[src/rtl/ssd_mux_if.sv]
// Bus between the display-register side and the seven-segment scan driver.
// Carries the snapshot inputs, the pin-level segment/anode outputs and debug taps.
interface ssd_mux_if #(
  parameter int N_DIGITS = 4
);
  localparam int IW = (N_DIGITS > 1) ? $clog2(N_DIGITS) : 1;

  // in_load is a one-cycle capture strobe with no ready: the driver accepts it on
  // every edge in every state, so the master never has to wait or hold it.
  logic                    in_en;
  logic                    in_load;
  logic [4*N_DIGITS-1:0]   in_value;
  logic [N_DIGITS-1:0]     in_dp;
  logic [N_DIGITS-1:0]     in_blank;
  logic [6:0]              out_SSD;
  logic                    out_dp;
  logic [N_DIGITS-1:0]     out_AN;
  logic [IW-1:0]           out_digit_idx;
  logic [1:0]              out_state;

  modport master (
    output in_en, in_load, in_value, in_dp, in_blank,
    input  out_SSD, out_dp, out_AN, out_digit_idx, out_state
  );

  modport slave (
    input  in_en, in_load, in_value, in_dp, in_blank,
    output out_SSD, out_dp, out_AN, out_digit_idx, out_state
  );
endinterface

[src/rtl/ssd_mux_driver.sv]
// Time-multiplexed common-anode seven-segment driver: shadowed value, per-slot dead
// time, hex decode, decimal points, per-digit blanking and leading-zero suppression.
module ssd_mux_driver #(
  parameter int N_DIGITS    = 4,
  parameter int REFRESH_DIV = 100000,
  parameter int DEAD_CYC    = 16,
  parameter int LZ_BLANK    = 1
) (
  input  logic      clk,
  input  logic      rst_n,
  ssd_mux_if.slave  bus
);
  localparam int IW = (N_DIGITS > 1) ? $clog2(N_DIGITS) : 1;
  localparam int PW = $clog2(REFRESH_DIV);

  typedef enum logic [1:0] {IDLE = 2'd0, DEAD = 2'd1, ON = 2'd2} state_t;

  state_t                state, state_nx;
  logic [PW-1:0]         presc, presc_nx;
  logic [IW-1:0]         idx, idx_nx;
  logic [4*N_DIGITS-1:0] sh_value;
  logic [N_DIGITS-1:0]   sh_dp, sh_blank;
  logic [6:0]            ssd_q, ssd_nx;
  logic                  dp_q, dp_nx;
  logic [N_DIGITS-1:0]   an_q, an_nx;
  logic [IW-1:0]         idx_q;
  logic                  upper_zero, digit_off;
  logic [3:0]            nibble;

  function automatic logic [6:0] seg_decode(input logic [3:0] n);
    case (n)
      4'h0: seg_decode = 7'b0000001;
      4'h1: seg_decode = 7'b1001111;
      4'h2: seg_decode = 7'b0010010;
      4'h3: seg_decode = 7'b0000110;
      4'h4: seg_decode = 7'b1001100;
      4'h5: seg_decode = 7'b0100100;
      4'h6: seg_decode = 7'b0100000;
      4'h7: seg_decode = 7'b0001111;
      4'h8: seg_decode = 7'b0000000;
      4'h9: seg_decode = 7'b0000100;
      4'hA: seg_decode = 7'b0001000;
      4'hB: seg_decode = 7'b1100000;
      4'hC: seg_decode = 7'b0110001;
      4'hD: seg_decode = 7'b1000010;
      4'hE: seg_decode = 7'b0110000;
      default: seg_decode = 7'b0111000;
    endcase
  endfunction

  // A digit is a leading zero when it and every more significant nibble are zero.
  always_comb begin
    upper_zero = 1'b1;
    for (int i = 0; i < N_DIGITS; i++) begin
      if (i >= int'(idx) && sh_value[4*i +: 4] != 4'd0) upper_zero = 1'b0;
    end
    digit_off = sh_blank[idx] || ((LZ_BLANK != 0) && (idx != '0) && upper_zero);
    nibble    = sh_value[4*int'(idx) +: 4];
  end

  always_comb begin
    state_nx = state;
    presc_nx = presc;
    idx_nx   = idx;
    case (state)
      IDLE: begin
        presc_nx = '0;
        idx_nx   = '0;
        if (bus.in_en) state_nx = DEAD;
      end
      DEAD: begin
        presc_nx = presc + 1'b1;
        if (presc == PW'(DEAD_CYC - 1)) state_nx = ON;
      end
      ON: begin
        if (presc == PW'(REFRESH_DIV - 1)) begin
          presc_nx = '0;
          idx_nx   = (idx == IW'(N_DIGITS - 1)) ? '0 : idx + 1'b1;
          state_nx = DEAD;
        end else begin
          presc_nx = presc + 1'b1;
        end
      end
      default: state_nx = IDLE;
    endcase
    // Disable wins over every slot transition and restarts the scan at digit 0.
    if (!bus.in_en) begin
      state_nx = IDLE;
      presc_nx = '0;
      idx_nx   = '0;
    end
  end

  always_comb begin
    an_nx  = '1;
    ssd_nx = 7'h7F;
    dp_nx  = 1'b1;
    if (state == ON && !digit_off) begin
      an_nx[idx] = 1'b0;
      ssd_nx     = seg_decode(nibble);
      dp_nx      = ~sh_dp[idx];
    end
  end

  always_ff @(posedge clk or negedge rst_n) begin
    if (!rst_n) begin
      state    <= IDLE;
      presc    <= '0;
      idx      <= '0;
      sh_value <= '0;
      sh_dp    <= '0;
      sh_blank <= '0;
      ssd_q    <= 7'h7F;
      dp_q     <= 1'b1;
      an_q     <= '1;
      idx_q    <= '0;
    end else begin
      state <= state_nx;
      presc <= presc_nx;
      idx   <= idx_nx;
      if (bus.in_load) begin
        sh_value <= bus.in_value;
        sh_dp    <= bus.in_dp;
        sh_blank <= bus.in_blank;
      end
      ssd_q <= ssd_nx;
      dp_q  <= dp_nx;
      an_q  <= an_nx;
      idx_q <= idx;
    end
  end

  assign bus.out_SSD       = ssd_q;
  assign bus.out_dp        = dp_q;
  assign bus.out_AN        = an_q;
  assign bus.out_digit_idx = idx_q;
  assign bus.out_state     = state;
endmodule

[src/flat_wrapper.sv]
// flat-port wrapper written by rule: the top's interface ports become plain ports
module ssd_mux_driver_flat 
#(
  parameter int N_DIGITS    = 4,
  parameter int REFRESH_DIV = 100000,
  parameter int DEAD_CYC    = 16,
  parameter int LZ_BLANK    = 1
)
  (clk, rst_n, bus_in_en, bus_in_load, bus_in_value, bus_in_dp, bus_in_blank, bus_out_SSD, bus_out_dp, bus_out_AN, bus_out_digit_idx, bus_out_state);
  ssd_mux_if #(.N_DIGITS(N_DIGITS)) bus_i ();
  input  logic clk;
  input  logic rst_n;
  input wire logic [$bits(bus_i.in_en)-1:0] bus_in_en;
  input wire logic [$bits(bus_i.in_load)-1:0] bus_in_load;
  input wire logic [$bits(bus_i.in_value)-1:0] bus_in_value;
  input wire logic [$bits(bus_i.in_dp)-1:0] bus_in_dp;
  input wire logic [$bits(bus_i.in_blank)-1:0] bus_in_blank;
  output wire logic [$bits(bus_i.out_SSD)-1:0] bus_out_SSD;
  output wire logic [$bits(bus_i.out_dp)-1:0] bus_out_dp;
  output wire logic [$bits(bus_i.out_AN)-1:0] bus_out_AN;
  output wire logic [$bits(bus_i.out_digit_idx)-1:0] bus_out_digit_idx;
  output wire logic [$bits(bus_i.out_state)-1:0] bus_out_state;
  assign bus_i.in_en = bus_in_en;
  assign bus_i.in_load = bus_in_load;
  assign bus_i.in_value = bus_in_value;
  assign bus_i.in_dp = bus_in_dp;
  assign bus_i.in_blank = bus_in_blank;
  assign bus_out_SSD = bus_i.out_SSD;
  assign bus_out_dp = bus_i.out_dp;
  assign bus_out_AN = bus_i.out_AN;
  assign bus_out_digit_idx = bus_i.out_digit_idx;
  assign bus_out_state = bus_i.out_state;
  ssd_mux_driver #(.N_DIGITS(N_DIGITS), .REFRESH_DIV(REFRESH_DIV), .DEAD_CYC(DEAD_CYC), .LZ_BLANK(LZ_BLANK)) u_core (.clk(clk), .rst_n(rst_n), .bus(bus_i));
endmodule
[config.mk]
export PLATFORM = sky130hd
export DESIGN_NAME = ssd_mux_driver_flat
export DESIGN_NICKNAME = d
export VERILOG_FILES = /design/src/rtl/ssd_mux_if.sv /design/src/rtl/ssd_mux_driver.sv /design/src/flat_wrapper.sv
export SDC_FILE = /design/constraint.sdc
export NUM_CORES = 1
export LEC_CHECK = 0
export CORE_MARGIN = 2
export CORE_UTILIZATION = 45
export CTS_BUF_LIST = sky130_fd_sc_hd__clkbuf_4 sky130_fd_sc_hd__clkbuf_8
export DETAILED_ROUTE_END_ITERATION = 8
export PLACE_DENSITY = 0.68
export REMOVE_ABC_BUFFERS = 1
export SLEW_MARGIN = 15
export SYNTH_ARGS = -nofsm -noshare
export SYNTH_HDL_FRONTEND = slang
export SYNTH_SLANG_ARGS = --single-unit
export TNS_END_PERCENT = 20
[constraint.sdc]
create_clock -name clk -period 4.9 [get_ports clk]
set_input_delay 1.225 -clock clk [delete_from_list [all_inputs] [get_ports clk]]
set_output_delay 1.225 -clock clk [all_outputs]
set_load 0.03 [all_outputs]
# Word level (Yosys, flattened, before mapping)
# Memories as Yosys holds them, arrays and structs flattened.
# Cells that the tools add are included.
dict set report totals {
  regBits 59
  mem_bits_ro 112
  in_bits 28
  output_inout_bits 16
  mem_count 1
}
dict set report classes {
  n_addsub 2
  order_cmp 5
  eq_ne 9
  shift 1
  muxes 24
  bitwise 2
  n_reduce_logical 16
}
# memory words word_bits rd rd_ports_with_merged_regs wr line
set mem_list {}
lappend mem_list {{(name not given)} 16 7 1 0 0 ssd_mux_driver.sv:31} ;# case (n)
# operator n
set ops {}
lappend ops {{$pmux 17 s3} 1}
lappend ops {{$mux 17} 2}
lappend ops {{$add 17x1->17 const B} 1}
lappend ops {{$eq 17x17->1 const B} 1}
lappend ops {{$eq 17x4->1 const B} 1}
lappend ops {{$reduce_bool 4->1} 4}
lappend ops {{$shiftx 16x5->4} 1}
lappend ops {{$mux 2} 6}
lappend ops {{$mux 1} 8}
lappend ops {{$mux 7} 1}
lappend ops {{$logic_and 1x1->1} 6}
lappend ops {{$ne 3x2->1 const B} 2}
lappend ops {{$pmux 2 s3} 1}
lappend ops {{$bmux 1 s2} 2}
lappend ops {{$eq 2x2->1 const B} 2}
lappend ops {{$ge 1x2->1 const A} 2}
lappend ops {{$mux 4} 1}
lappend ops {{$ne 4x1->1 const B} 1}
lappend ops {{$not 4->4} 1}
lappend ops {{$pmux 2 s2} 1}
lappend ops {{$reduce_and 2->1} 2}
lappend ops {{$lt 2x3->1 const B} 1}
lappend ops {{$ne 3x1->1 const B} 1}
lappend ops {{$add 2x1->2 const B} 1}
lappend ops {{other kinds (9)} 9}

# Logic depth before layout (Yosys ltp)
# Gate-level depths: netlist of run 1.
dict set report logic_depth {
  depth_word 11
  ltp_mapped 9
}

# Least setup slack after synthesis of run 1
# Ideal clock, no wire load.
dict set report synth_timing {
  path_type {in2reg}
  start {input port bus_in_load}
  end {register u_core.sh_blank[0]}
  setup_time_ns 0.125
  arrival_ns 2.143
  setup_slack_ns 2.632
  cell_stages 3
  n_path_buf 2
  path_cell_list {clkbuf_1 > clkbuf_1 > mux2_2}
}
# item line
set synth_lines {}
lappend synth_lines {{from (decl)} flat_wrapper.sv:14} ;# input wire logic [$bits(bus_i.in_load)-1:0] bus_in_load;
lappend synth_lines {{to (signal assigned)} ssd_mux_driver.sv:124} ;# sh_blank <= bus.in_blank;
lappend synth_lines {{to (decl)} ssd_mux_driver.sv:22} ;# logic [N_DIGITS-1:0] sh_dp, sh_blank;
# No word-level cell between the ends.

# Worst setup path in the final report of run 1
dict set report layout_timing {
  start {input port bus_in_en}
  end {register u_core.presc[11]}
}
dict set report layout_between {
  elab_chain_cells 1
  elab_cells_between_ends 2
}
# item line
set layout_lines {}
lappend layout_lines {{from (decl)} flat_wrapper.sv:13} ;# input wire logic [$bits(bus_i.in_en)-1:0] bus_in_en;
lappend layout_lines {{$ne 4x1->1 (no source line) / $mux 17 (equally long branches)} -}
lappend layout_lines {{to (signal assigned)} ssd_mux_driver.sv:119} ;# presc <= presc_nx;
lappend layout_lines {{to (decl)} ssd_mux_driver.sv:19} ;# logic [PW-1:0] presc, presc_nx;
# Several ways; a longest one is shown, not always the timed one.
# A chain may end at the register's enable or synchronous reset.

==> results.txt, run 1 <==
post-cts repair resize count = 0
Nets = 370
Finish-stage setup viols = 0
number of warning messages in the yosys log = 0
post-layout min period = 2.89 ns
Die Area = 7680 um^2
pin count of the biggest net entering global routing = 60
Period Utilization, post-route = 59.1%
DR iter-0 viols = 153
result of the run = completed
TritonCTS clock tree = done
series of cell instances along the critical path = clkdlybuf4s50_1 -> o211ai_2 -> a21oi_2 -> nand2_1 -> o31ai_1
Initial Util = 46.3%
post-synthesis share of cell area spent on and, or, nand and nor gates = 14.3%
initial antenna violation count = 0
most heavily used metal layer in global routing = met1
placed instance area = 3660 um^2
highest fanout seen on the critical path = 13
setup repair after global routing missed its margin = no
leading area contributor after synthesis = sky130_fd_sc_hd__dfrtp_1
number of failing hold endpoints at the final stage = 0
f_max = 346 MHz
global-route congestion overflow total = 0
# IOs = 44
most common library cell in the layout ignoring fill and taps = sky130_fd_sc_hd__dfrtp_1
die boundary width = 87.6 um
clock buffer count from CTS = 9
Async S/R FF share, synth = 100%
average wire per cell in the routed design = 14.6 um
met1 global-route usage = 26.9%
H-tree depth reported by CTS = 3
# clock sinks = 59
met3 demand-to-capacity share in global routing = 3.86%
final estimated routing congestion in global placement = 0.878
DR vias/cell = 5.43
clock slew seen by the registers of the worst setup and hold paths = 0.07 ns
worst setup skew after layout = 0.00822 ns
CP required = 5.15 ns
top cell type's share of synthesized area = 37.4%
total DRC errors in the routed layout = 0
height of the chip = 87.6 um
delay contributed by the slowest stage of the critical path = 0.61 ns
slowest cell on the critical path = sky130_fd_sc_hd__clkdlybuf4s50_1
cell area after layout = 3910 um^2
setup TNS = 0 ns
master cell of the clock root buffer = sky130_fd_sc_hd__clkbuf_8
relative slew slack = 28.5%
Setup Slack @ Placement = 1.65 ns
IR Drop Worst-Case VDD = 0.143 mV
Pre-Repair DR Iteration Count = 4
post-synthesis compound-gate area fraction = 12.8%
setup ws final = 2.01 ns
worst-case clock buffer depth = 2
Area growth syn-to-layout = 24.0%
Lkg Pwr = 1.55 nW
post-layout utilization of the core = 57.5%
worst min-delay path class = register to register
kind of launch point of the worst setup path = input pin
number of violations of the max-capacitance limit = 0
register area share after synthesis = 47.4%
largest family of logic cells by synthesized area = multiplexers
Clk Latency, worst-skew pair = 0.35 ns
cell row count = 30
number of flops mapped to enable cells by yosys = 0
wire length of the first global-routing pass = 10800 um
Least-Margin Pin Slew = 1.07 ns
Routed WL = 6240 um
syn avg cell area = 11.2 um^2
layout cells sized above 1 = 21.8%
Synth area leaders = sky130_fd_sc_hd__dfrtp_1, sky130_fd_sc_hd__dfstp_2, sky130_fd_sc_hd__mux2_2, sky130_fd_sc_hd__ha_1, sky130_fd_sc_hd__mux4_2
share of cell area taken by muxes after synthesis = 14.8%
most frequent cells in the layout = sky130_fd_sc_hd__dfrtp_1, sky130_fd_sc_hd__clkdlybuf4s50_1, sky130_fd_sc_hd__nand2_1
number of buffers inserted by hold repair at cts = 0
number of vias in the routed layout = 2318
Synth Cell Area = 3150 um^2
most used flip-flop cell after synthesis = sky130_fd_sc_hd__dfrtp_1
signal arrival time at the worst endpoint = 3.14 ns
FF+latch count, synth = 59
count of buffering cells on the critical path with inverters included = 1
vias in the first global route = 2181
xor/xnor cell area share of the yosys netlist = 0.835%
buffers inserted by post-CTS timing repair = 0
pins over their slew limit = 0
number of routed nets with antenna violations = 0
Post-Syn Instances = 281
adder-cell share of the synthesized area = 6.36%
area of the core region = 6790 um^2
count of inserted antenna diode cells = 0
combined global-route utilization of all metal layers = 18.4%
Hold Slack = 0.506 ns
number of distinct library cells after synthesis = 52
count of buffers from port buffering = 43
kind of end point of the critical path = register
HPWL after DPL = 4260 um
power per cell area = 357 nW/um^2
gate family responsible for the most delay along the worst path = compound AO/OA/AOI/OAI gates
global routing met2 resource utilization = 25.7%
critical path class = input pin to register
==> per-layer routing <==
layer	vias to the layer above	wire length [um]	part of all wire [%]
met1	1104	3070	49
met4	0	154	2.5
li1	1132	-	-
met5	-	0	0
met3	14	271	4.3
met2	68	2750	44
==> cell families after synthesis <==
logic type	count (synthesis)
AOI/OAI and AO/OA	56
xor gates and xnor gates	3
adders and majority gates	16
buffers and inverters	27
DFF	59
muxes	37
and+or+nand+nor	83
==> flip-flops by register name, indices dropped and copies added (netlist names) <==
register	cells
u_core.bus.out_digit_idx	2
u_core.idx	2
u_core.sh_value	16
u_core.bus.out_AN	4
u_core.bus.out_SSD	7
u_core.bus.out_dp	1
u_core.presc	17
u_core.sh_dp	4
u_core.sh_blank	4
u_core.bus.out_state	2
==> per-stage QoR <==
stage	total power [W]	instances
floorplan	0.000743	270
global placement	0.000846	411
detailed placement	0.000852	411
CTS	0.00141	427
global route	0.00147	427
finish	0.00139	427
==> final cells by class <==
class                   count  area (um^2)
fillers                   572         2890
multi-input cells         195         1550
flip-flops and latches     59         1490
repair buffers             45          440
clock buffers               9          124
clock inverters             7          124
well taps                  96          120
inverters                  16         60.1
==> power breakdown <==
| part | internal (W) | switching (W) | leakage [nW] |
|---|---|---|---|
| clock network | 0.000341 | 0.000209 | 0.120 |
| registers | 0.000530 | 0.0000264 | 0.727 |
| logic | 0.000122 | 0.000165 | 0.702 |
| total | 0.000993 | 0.000400 | 1.55 |
==> synthesized netlist by cell type, types with 3 or more instances <==
| master | number |
|---|---|
| sky130_fd_sc_hd__a21boi_0 | 5 |
| sky130_fd_sc_hd__mux2_2 | 27 |
| sky130_fd_sc_hd__ha_1 | 16 |
| sky130_fd_sc_hd__o21ai_0 | 11 |
| sky130_fd_sc_hd__clkbuf_1 | 7 |
| sky130_fd_sc_hd__a31oi_1 | 4 |
| sky130_fd_sc_hd__nor2_1 | 8 |
| sky130_fd_sc_hd__nand2_1 | 29 |
| sky130_fd_sc_hd__a21oi_1 | 7 |
| sky130_fd_sc_hd__a22o_1 | 3 |
| sky130_fd_sc_hd__nand4_1 | 6 |
| sky130_fd_sc_hd__o31ai_1 | 4 |
| sky130_fd_sc_hd__inv_1 | 16 |
| sky130_fd_sc_hd__nor4_1 | 5 |
| sky130_fd_sc_hd__or4_1 | 4 |
| sky130_fd_sc_hd__dfstp_2 | 12 |
| sky130_fd_sc_hd__nand3_1 | 9 |
| sky130_fd_sc_hd__nor3_1 | 6 |
| sky130_fd_sc_hd__o311ai_0 | 4 |
| sky130_fd_sc_hd__mux2i_1 | 5 |
| sky130_fd_sc_hd__dfrtp_1 | 47 |
| sky130_fd_sc_hd__mux4_2 | 5 |
| sky130_fd_sc_hd__xnor2_1 | 3 |
==> path summary, 6_finish.rpt <==
path                                  from                     to  slack, ns  cells after the start
setup reg to reg             u_core.idx[0]  u_core.bus.out_SSD[6]       2.47                      7
hold / removal             u_core.sh_dp[2]        u_core.sh_dp[2]       0.51                      1
hold reg to reg            u_core.sh_dp[2]        u_core.sh_dp[2]       0.51                      1
min in group asynchronous            rst_n        u_core.sh_dp[3]       1.01                      2
setup / recovery                 bus_in_en       u_core.presc[11]       2.01                      5
max in group asynchronous            rst_n        u_core.presc[5]       3.40                      2
==> worst register-to-register path: cells and delay by family (launching register included) <==
kind,cells,cell delay (ns)
flops,1,0.79
mux,1,0.66
compound gates,3,0.49
buf+inv,2,0.25
fa+ha+maj,1,0.17
Power figures use the tool's default switching activity.
==> inputs of run 2 (changes only) <==
Settings changed: PLACE_DENSITY 0.68 to 0.7.
Clock period 4.9 ns to 2.4 ns, I/O delays scaled along.
==> run 2 against run 1 <==
Critical path depth is 1 higher. Worst setup slack lost 1.8 ns. Cell count is 2.3% higher. Non-clock buffer count is 10 higher. Hold slack worse by 0.29 ns. Global-route usage rose by 1.1 points. Sequential share of layout area decreased by 0.47 points. Clock skew about the same. Register-to-register slack got worse by 2.2 ns. Sequential cell count stayed put. First-iteration DRC count decreased by 19%. Critical path type is now register to register. Largest cell class unchanged. Largest power group unchanged. Highest routed layer unchanged.
==> results.txt, run 2 (same netlist as run 1, synthesis figures left out) <==
Hold Slack = 0.221 ns
result of the run = completed
# IOs = 44
area occupied by multi-input gates = 1550 um^2
Area growth syn-to-layout = 25.6%
Period Utilization, post-route = 90.0%
Clk Latency, worst-skew pair = 0.34 ns
kind of launch point of the worst setup path = register
average wire per cell in the routed design = 15.0 um
Least-Margin Pin Slew = 0.676 ns
delay contributed by the slowest stage of the critical path = 0.57 ns
master cell of the clock root buffer = sky130_fd_sc_hd__clkbuf_8
f_max = 463 MHz
IR Drop Worst-Case VDD = 0.317 mV
series of cell instances along the critical path = or4_4 -> nor4_4 -> a21o_1 -> buf_4 -> o21bai_1 -> a22o_1
launching point of the worst reg2reg path = u_core.presc[12]
Lkg Pwr = 1.59 nW
number of buffers inserted by hold repair at cts = 0
clock slew seen by the registers of the worst setup and hold paths = 0.07 ns
area of the core region = 6790 um^2
highest fanout seen on the critical path = 5
Initial Util = 46.3%
H-tree depth reported by CTS = 3
power per cell area = 699 nW/um^2
critical path startpoint = u_core.presc[12]
height of the chip = 87.6 um
worst setup skew after layout = 0.00870 ns
flip-flop count of the largest register, all copies and words added = 17
number of inserted filler cells in the final layout = 556
count of inserted antenna diode cells = 0
buffers inserted by post-CTS timing repair = 0
slowest cell on the critical path = sky130_fd_sc_hd__or4_4
critical path class = register to register
cell row count = 30
relative slew slack = 54.9%
cell area after layout = 3950 um^2
pin count of the biggest net entering global routing = 25
gate family responsible for the most delay along the worst path = simple AND/OR/NAND/NOR gates
global-route congestion overflow total = 0
Most flops, register = u_core.presc
clock buffer count from CTS = 9
Routed WL = 6550 um
signal arrival time at the worst endpoint = 2.39 ns
Finish-stage setup viols = 0
DR vias/cell = 5.37
layout cells sized above 1 = 24.0%
worst min-delay path class = input pin to asynchronous set/reset pin
# clock sinks = 59
Die Area = 7680 um^2
number of violations of the max-capacitance limit = 0
placed instance area = 3730 um^2
initial antenna violation count = 0
total area of sequential cells = 1490 um^2
number of failing hold endpoints at the final stage = 0
HPWL after DPL = 4720 um
TritonCTS clock tree = done
worst-case clock buffer depth = 2
setup TNS = 0 ns
number of routed nets with antenna violations = 0
die boundary width = 87.6 um
count of buffering cells on the critical path with inverters included = 1
capturing point of the worst reg2reg path = u_core.presc[16]
total DRC errors in the routed layout = 0
Nets = 380
Pre-Repair DR Iteration Count = 4
post-cts repair resize count = 0
most frequent cells in the layout = sky130_fd_sc_hd__dfrtp_1, sky130_fd_sc_hd__clkdlybuf4s50_1, sky130_fd_sc_hd__nand2_1
post-layout min period = 2.16 ns
pins over their slew limit = 0
setup repair after global routing missed its margin = no
wire length of the first global-routing pass = 11500 um
count of buffers from port buffering = 43
number of vias in the routed layout = 2346
vias in the first global route = 2324
sum of internal, switching and leakage power = 0.00276 W
DR iter-0 viols = 124
worst r2r path cells = 6
CP required = 2.63 ns
reg2reg setup slack = 0.24 ns
kind of end point of the critical path = register
final estimated routing congestion in global placement = 0.817
combined global-route utilization of all metal layers = 19.5%
most common library cell in the layout ignoring fill and taps = sky130_fd_sc_hd__dfrtp_1
## run 2: cell count changes in the layout (fill, tap and decap cells not counted), sizes merged
cell	change
buf	+10
bufinv	-1
clkbuf	+1
clkinv	+1
inv	-1
## run 2: worst max path at each step
| stage | endpoint | slack, ns | cells past startpoint |
|---|---|---|---|
| floorplan | u_core.bus.out_SSD[0] | 0.16 | 3 |
| global placement | u_core.presc[10] | 0.17 | 4 |
| detailed placement | u_core.presc[5] | 0.12 | 5 |
| CTS | u_core.presc[16] | 0.25 | 6 |
| global route | u_core.presc[5] | 0.09 | 7 |
| finish | u_core.presc[16] | 0.24 | 6 |
## run 2: metrics by stage
step	cells	setup WS [ns]	utilization (%)
finish	437	0.240	58.2
CTS	437	0.247	58.2
floorplan	270	0.164	-
global route	437	0.0934	58.2
global placement	421	0.165	54.9
detailed placement	421	0.119	54.9
## run 2: worst register-to-register path: cells and delay by family, from the launching register on
family                 cells  cell delay, ns
DFF                        1            0.42
buffers and inverters      1            0.15
and+or+nand+nor            2            1.01
AOI/OAI and AO/OA          3            0.46
## run 2: power by group
part / leakage, nW / switching, W / internal, W
Clock: 0.110 / 0.000405 / 0.000597
Combinational: 0.752 / 0.000350 / 0.000272
Sequential: 0.727 / 0.0000556 / 0.00108
## run 2: layout make-up
| cell class | count | area share, % |
|---|---|---|
| inverters | 16 | 1.52 |
| multi-input cells | 195 | 39.1 |
| flip-flops and latches | 59 | 37.7 |
| clock inverters | 6 | 2.28 |
| repair buffers | 55 | 13.0 |
| clock buffers | 10 | 3.32 |
| well taps | 96 | 3.04 |
## run 2: routing by layer
layer  global-route usage [%]  up-vias  part of all wire, %
met5                        0        -                    0
met2                     30.4       55                   46
met4                     9.51        0                  2.4
li1                         -     1154                    -
met1                     26.3     1125                   48
met3                     3.58       12                  3.4
==> inputs of run 3 (changes only) <==
Settings changed: CAP_MARGIN set to 10, SETUP_SLACK_MARGIN set to 0.05.
==> results of run 3 <==
Final layout, timing and power as in run 2 (identical DEF).
==> variant 1, RTL diff (settings of run 1) <==
`N_DIGITS` is set to 4 in 3 places; all go to 8.
--- a/src/rtl/ssd_mux_if.sv
+++ b/src/rtl/ssd_mux_if.sv
@@ -1,7 +1,7 @@
 // Bus between the display-register side and the seven-segment scan driver.
 // Carries the snapshot inputs, the pin-level segment/anode outputs and debug taps.
 interface ssd_mux_if #(
-  parameter int N_DIGITS = 4
+  parameter int N_DIGITS = 8
 );
   localparam int IW = (N_DIGITS > 1) ? $clog2(N_DIGITS) : 1;
 
--- a/src/rtl/ssd_mux_driver.sv
+++ b/src/rtl/ssd_mux_driver.sv
@@ -1,7 +1,7 @@
 // Time-multiplexed common-anode seven-segment driver: shadowed value, per-slot dead
 // time, hex decode, decimal points, per-digit blanking and leading-zero suppression.
 module ssd_mux_driver #(
-  parameter int N_DIGITS    = 4,
+  parameter int N_DIGITS    = 8,
   parameter int REFRESH_DIV = 100000,
   parameter int DEAD_CYC    = 16,
   parameter int LZ_BLANK    = 1
--- a/src/flat_wrapper.sv
+++ b/src/flat_wrapper.sv
@@ -1,7 +1,7 @@
 // flat-port wrapper written by rule: the top's interface ports become plain ports
 module ssd_mux_driver_flat 
 #(
-  parameter int N_DIGITS    = 4,
+  parameter int N_DIGITS    = 8,
   parameter int REFRESH_DIV = 100000,
   parameter int DEAD_CYC    = 16,
   parameter int LZ_BLANK    = 1
Ports: changed (5 resized); port bits go from 44 to 73. The function was not compared with the original's and may differ.
==> variant 1 against run 1 <==
Setup slack got worse by 220 ps. Routed wire length rose by 53%. Area after synthesis rose by 45%. Sequential cell count rose by 30. Fmax fell by 6.9%. Power rose by 9.8%. Worst hold slack improved by 7.1 ps. Utilization fell by 0.95 points. Design area rose by 42%. Highest routed layer unchanged. Register-to-register slack got worse by 390 ps.
==> variant 1: results (changes against run 1) <==
status -> completed
vias in the first global route -> 3304 (+51%)
DRT iter0 DRCs -> 181 (+18%)
crit-path max cell delay -> 880 ps (+270 ps)
DR pass1 iterations -> 4 (unchanged)
initial antenna violation count -> 0 (unchanged)
Total Routing Usage GR -> 0.183 (-0.00155)
largest net degree at the start of global routing -> 90 (+50%)
H-tree level count -> 3 (unchanged)
WL/cell -> 16.0 um (+9.2%)
VDD IR max -> 124 uV (-14%)
share of cells above drive strength 1 -> 0.206 (-0.0120)
CP max FO -> 9 (-4)
CP arrival -> 3310 ps (+170 ps)
Top delay family on crit path -> simple AND/OR/NAND/NOR gates
Final HPWL DP -> 6.77 mm (+59%)
Netlist Area Pre-Place -> 4570 um^2 (+45%)
RD Place Congestion -> 0.911 (+3.7%)
Reg clk slew, reported paths -> 90 ps (+20 ps)
CTS root buf -> clkbuf_8
Leakage -> 0.00221 uW (+43%)
sequential share of the synthesized area -> 0.492 (+0.0183)
ant diodes -> 0 (unchanged)
Synth cell types -> 62 (+19%)
Avg Vias per Cell -> 5.58 (+2.9%)
crit path max-delay cell type -> nor3b_1
leading post-synthesis cells by cell area -> dfrtp_1, mux2_2, dfstp_2, ha_1, mux2i_1
Post-synth top cells -> dfrtp_1, mux2_2, nor2_1
first-pass GRT wire length -> 16.3 mm (+51%)
worst-margin pin slew -> 1120 ps (+54.9 ps)
fin nets -> 529 (+43%)
clk_skew -> 10.4 ps (+2.16 ps)
Buffers on Ports -> 72 (+67%)
-- variant 1: changes by cell type after synthesis, moves of 7 or more --
cell,run 1,this run
mux2_2,27,48
mux2i_1,5,13
dfrtp_1,47,73
nand2_1,29,21
nor2_1,8,25
nor4_1,5,12
nand3_1,9,18
-- variant 1: per-stage QoR --
step / instance area [um^2] / hold WS (ps) / total power (uW) / worst slack, ps / cells
6_report: 5550 / 513 / 1530 / 1790 / 600
5_1_grt: 5550 / 536 / 1600 / 1640 / 600
4_1_cts: 5550 / 510 / 1540 / 1840 / 600
3_5_place_dp: 5340 / 496 / 1020 / 1490 / 584
2_1_floorplan: 4440 / 472 / 919 / 2210 / 377
3_3_place_gp: 5340 / 485 / 1010 / 1520 / 584
-- variant 1: logic make-up after synthesis --
logic type                 share of synthesized area
and+or+nand+nor                                0.156
muxes                                          0.157
AOI/OAI and AO/OA                             0.0929
DFF                                            0.492
xor gates and xnor gates                      0.0211
adders and majority gates                     0.0411
buffers and inverters                         0.0397
-- variant 1: routing by layer --
layer	vias to the layer above	part of all wire	wire, um	track usage
met5	-	0	0	0
met4	0	0.0080	77	0.0429
met3	6	0.064	609	0.0387
met2	102	0.46	4420	0.281
met1	1656	0.47	4470	0.265
li1	1586	-	-	-
-- variant 1: layout make-up --
class	instances	area [um^2]
clock inverters	6	72.6
inverters	15	56.3
flip-flops and latches	89	2250
multi-input cells	273	2140
fillers	899	4270
repair buffers	74	732
clock buffers	10	138
well taps	133	166
-- variant 1: worst paths after layout --
path	start	endpoint	slack (ps)	depth (start not counted)
min in group asynchronous	rst_n	u_core.presc[0]	910	1
hold reg to reg	u_core.sh_blank[2]	u_core.sh_blank[2]	510	1
hold / removal	u_core.sh_blank[2]	u_core.sh_blank[2]	510	1
max in group asynchronous	rst_n	u_core.sh_value[15]	3440	1
setup / recovery	bus_in_en	u_core.presc[10]	1790	6
setup reg to reg	u_core.idx[0]	u_core.bus.out_AN[3]	2080	4
-- variant 1: where the power goes --
group / total (uW) / switching, uW / internal, uW
clock: 530 / 274 / 256
combinational: 197 / 90.7 / 106
sequential: 804 / 28.5 / 776
total: 1530 / 393 / 1140
==> variant 2, RTL diff (flow settings as in run 1) <==
Made on the original files. Make the reset (`rst_n`) synchronous in one clocked block.
--- a/src/rtl/ssd_mux_driver.sv
+++ b/src/rtl/ssd_mux_driver.sv
@@ -102,7 +102,7 @@
     end
   end
 
-  always_ff @(posedge clk or negedge rst_n) begin
+  always_ff @(posedge clk) begin
     if (!rst_n) begin
       state    <= IDLE;
       presc    <= '0;
Formal check against the unedited RTL: differs if rst_n is asserted again (counterexample within 4 cycles, from zero or initial values and one cycle with rst_n low); with rst_n held inactive, the same outputs for 10 cycles.
==> variant 2 against run 1 <==
Area after synthesis fell by 7.4%. Design area decreased by 8.4%. Sequential share of layout area is 5.2 points lower. Count of clock-buffer cells in the layout is 5 higher. Sequential cell count did not move. Critical path type unchanged. Global-route usage increased by 0.78 points. Setup slack got worse by 370 ps. Highest routed layer unchanged. Routed wire length grew 2.3%.
Power is not compared: it rests on default switching activity, and its combinational part moved more than twofold at a synthesized area within 25%.
==> variant 2: results (changes against run 1) <==
clk_skew -> 6.22 ps (-2.00 ps)
post-synth top area share -> 0.405 (+0.0314)
r2r startpoint -> u_core.presc[0]
DRT iter0 DRCs -> 73 (-52%)
ClkCell Share -> 0.0514 (-0.0120)
hold path cells -> 2 (+1)
layout clock buffer count -> 14 (+5)
Post-synth top cells -> dfxtp_1, nand2_1, mux2i_1, nor2b_1
crit path launch -> rst_n
Final HPWL DP -> 4.58 mm (+7.5%)
min-delay src -> u_core.presc[4]
number of fill cells -> 573 (+0.17%)
Top delay family on crit path -> simple AND/OR/NAND/NOR gates
sequential share of the synthesized area -> 0.405 (-0.0688)
Multi-In Gates -> 214 (+9.7%)
via count -> 2351 (+1.4%)
flop2flop setup slack -> 2500 ps (+30 ps)
RD Place Congestion -> 0.845 (-3.8%)
status -> completed
leading post-synthesis cells by cell area -> dfxtp_1, mux2i_1, ha_1, nor2b_1, mux4_2
Clock Latency Late Sink -> 340 ps
Synth cell types -> 43 (-17%)
fin nets -> 391 (+5.7%)
Total Routing Usage GR -> 0.192 (+0.00780)
sequential cell area share -> 0.330 (-0.0517)
Synth async-reset ratio -> 0 (-1.00)
crit-path max cell delay -> 750 ps (+140 ps)
share of cells above drive strength 1 -> 0.0912 (-0.126)
largest net degree at the start of global routing -> 24 (-60%)
Ys Warns -> 0 (unchanged)
buffering overhead -> 0.125 (+0.0117)
DR pass1 iterations -> 5 (+1)
WL/cell -> 14.9 um (+2.1%)
Min-Delay Endpoint -> u_core.presc[4]
CP arrival -> 3530 ps (+390 ps)
vias in the first global route -> 2192 (+0.50%)
multi-input logic portion of the cell area -> 0.449 (+0.0534)
pre-CTS setup slack -> 1300 ps (-350 ps)
Synth area leader -> dfxtp_1
CTS root buf -> clkbuf_8
Max-Slew Margin vs Limit -> 0.279 (-0.00585)
Non-clock inverters -> 17 (+1)
variant 2: changes by cell type after synthesis, moves of 6 or more:
cell,delta
dfxtp_1,+59
dfstp_2,-12
nor2b_1,+24
or4_1,+7
dfrtp_1,-47
mux2_2,-27
mux2i_1,+21
a31oi_1,+6
variant 2: layer usage:
layer / track usage / wire [um]
met5: 0 / 0
met4: 0.0779 / 102
met3: 0.0551 / 327
met2: 0.273 / 2760
met1: 0.274 / 3200
variant 2: stage by stage:
stage	instances	hold WS (ps)	cell area, um^2
after floorplan	290	441	2850
after global placement	412	470	3390
after detailed placement	412	468	3390
after CTS	428	483	3580
after global routing	428	511	3580
final	428	480	3580
variant 2: kinds of logic after synthesis:
family                   synth area share
AND/OR/NAND/NOR                     0.222
flip-flops                          0.405
AO/OA/AOI/OAI                       0.109
buffers and inverters              0.0459
multiplexers                        0.136
adder cells (fa/ha/maj)            0.0729
XOR/XNOR                          0.00901
variant 2: power by group:
part / total [uW] / internal [uW] / switching [uW] / leakage, uW
sequential: 504 / 494 / 10.1 / 0.000481
combinational: 107 / 56.9 / 49.7 / 0.000750
clock: 411 / 227 / 184 / 0.000101
total: 1020 / 777 / 244 / 0.00133
variant 2: tightest hold or removal path, delay by kind of cell (launching register included):
kind / cells / cell delay, ps
AOI/OAI and AO/OA: 1 / 50
buffers and inverters: 1 / 50
DFF: 1 / 330
variant 2: worst max-delay path by stage:
stage / end / slack, ps
5_1_grt: u_core.presc[3] / 1420
3_3_place_gp: u_core.presc[16] / 1350
3_5_place_dp: u_core.presc[16] / 1300
6_report: u_core.presc[12] / 1640
2_1_floorplan: u_core.presc[16] / 2480
4_1_cts: u_core.presc[3] / 1650
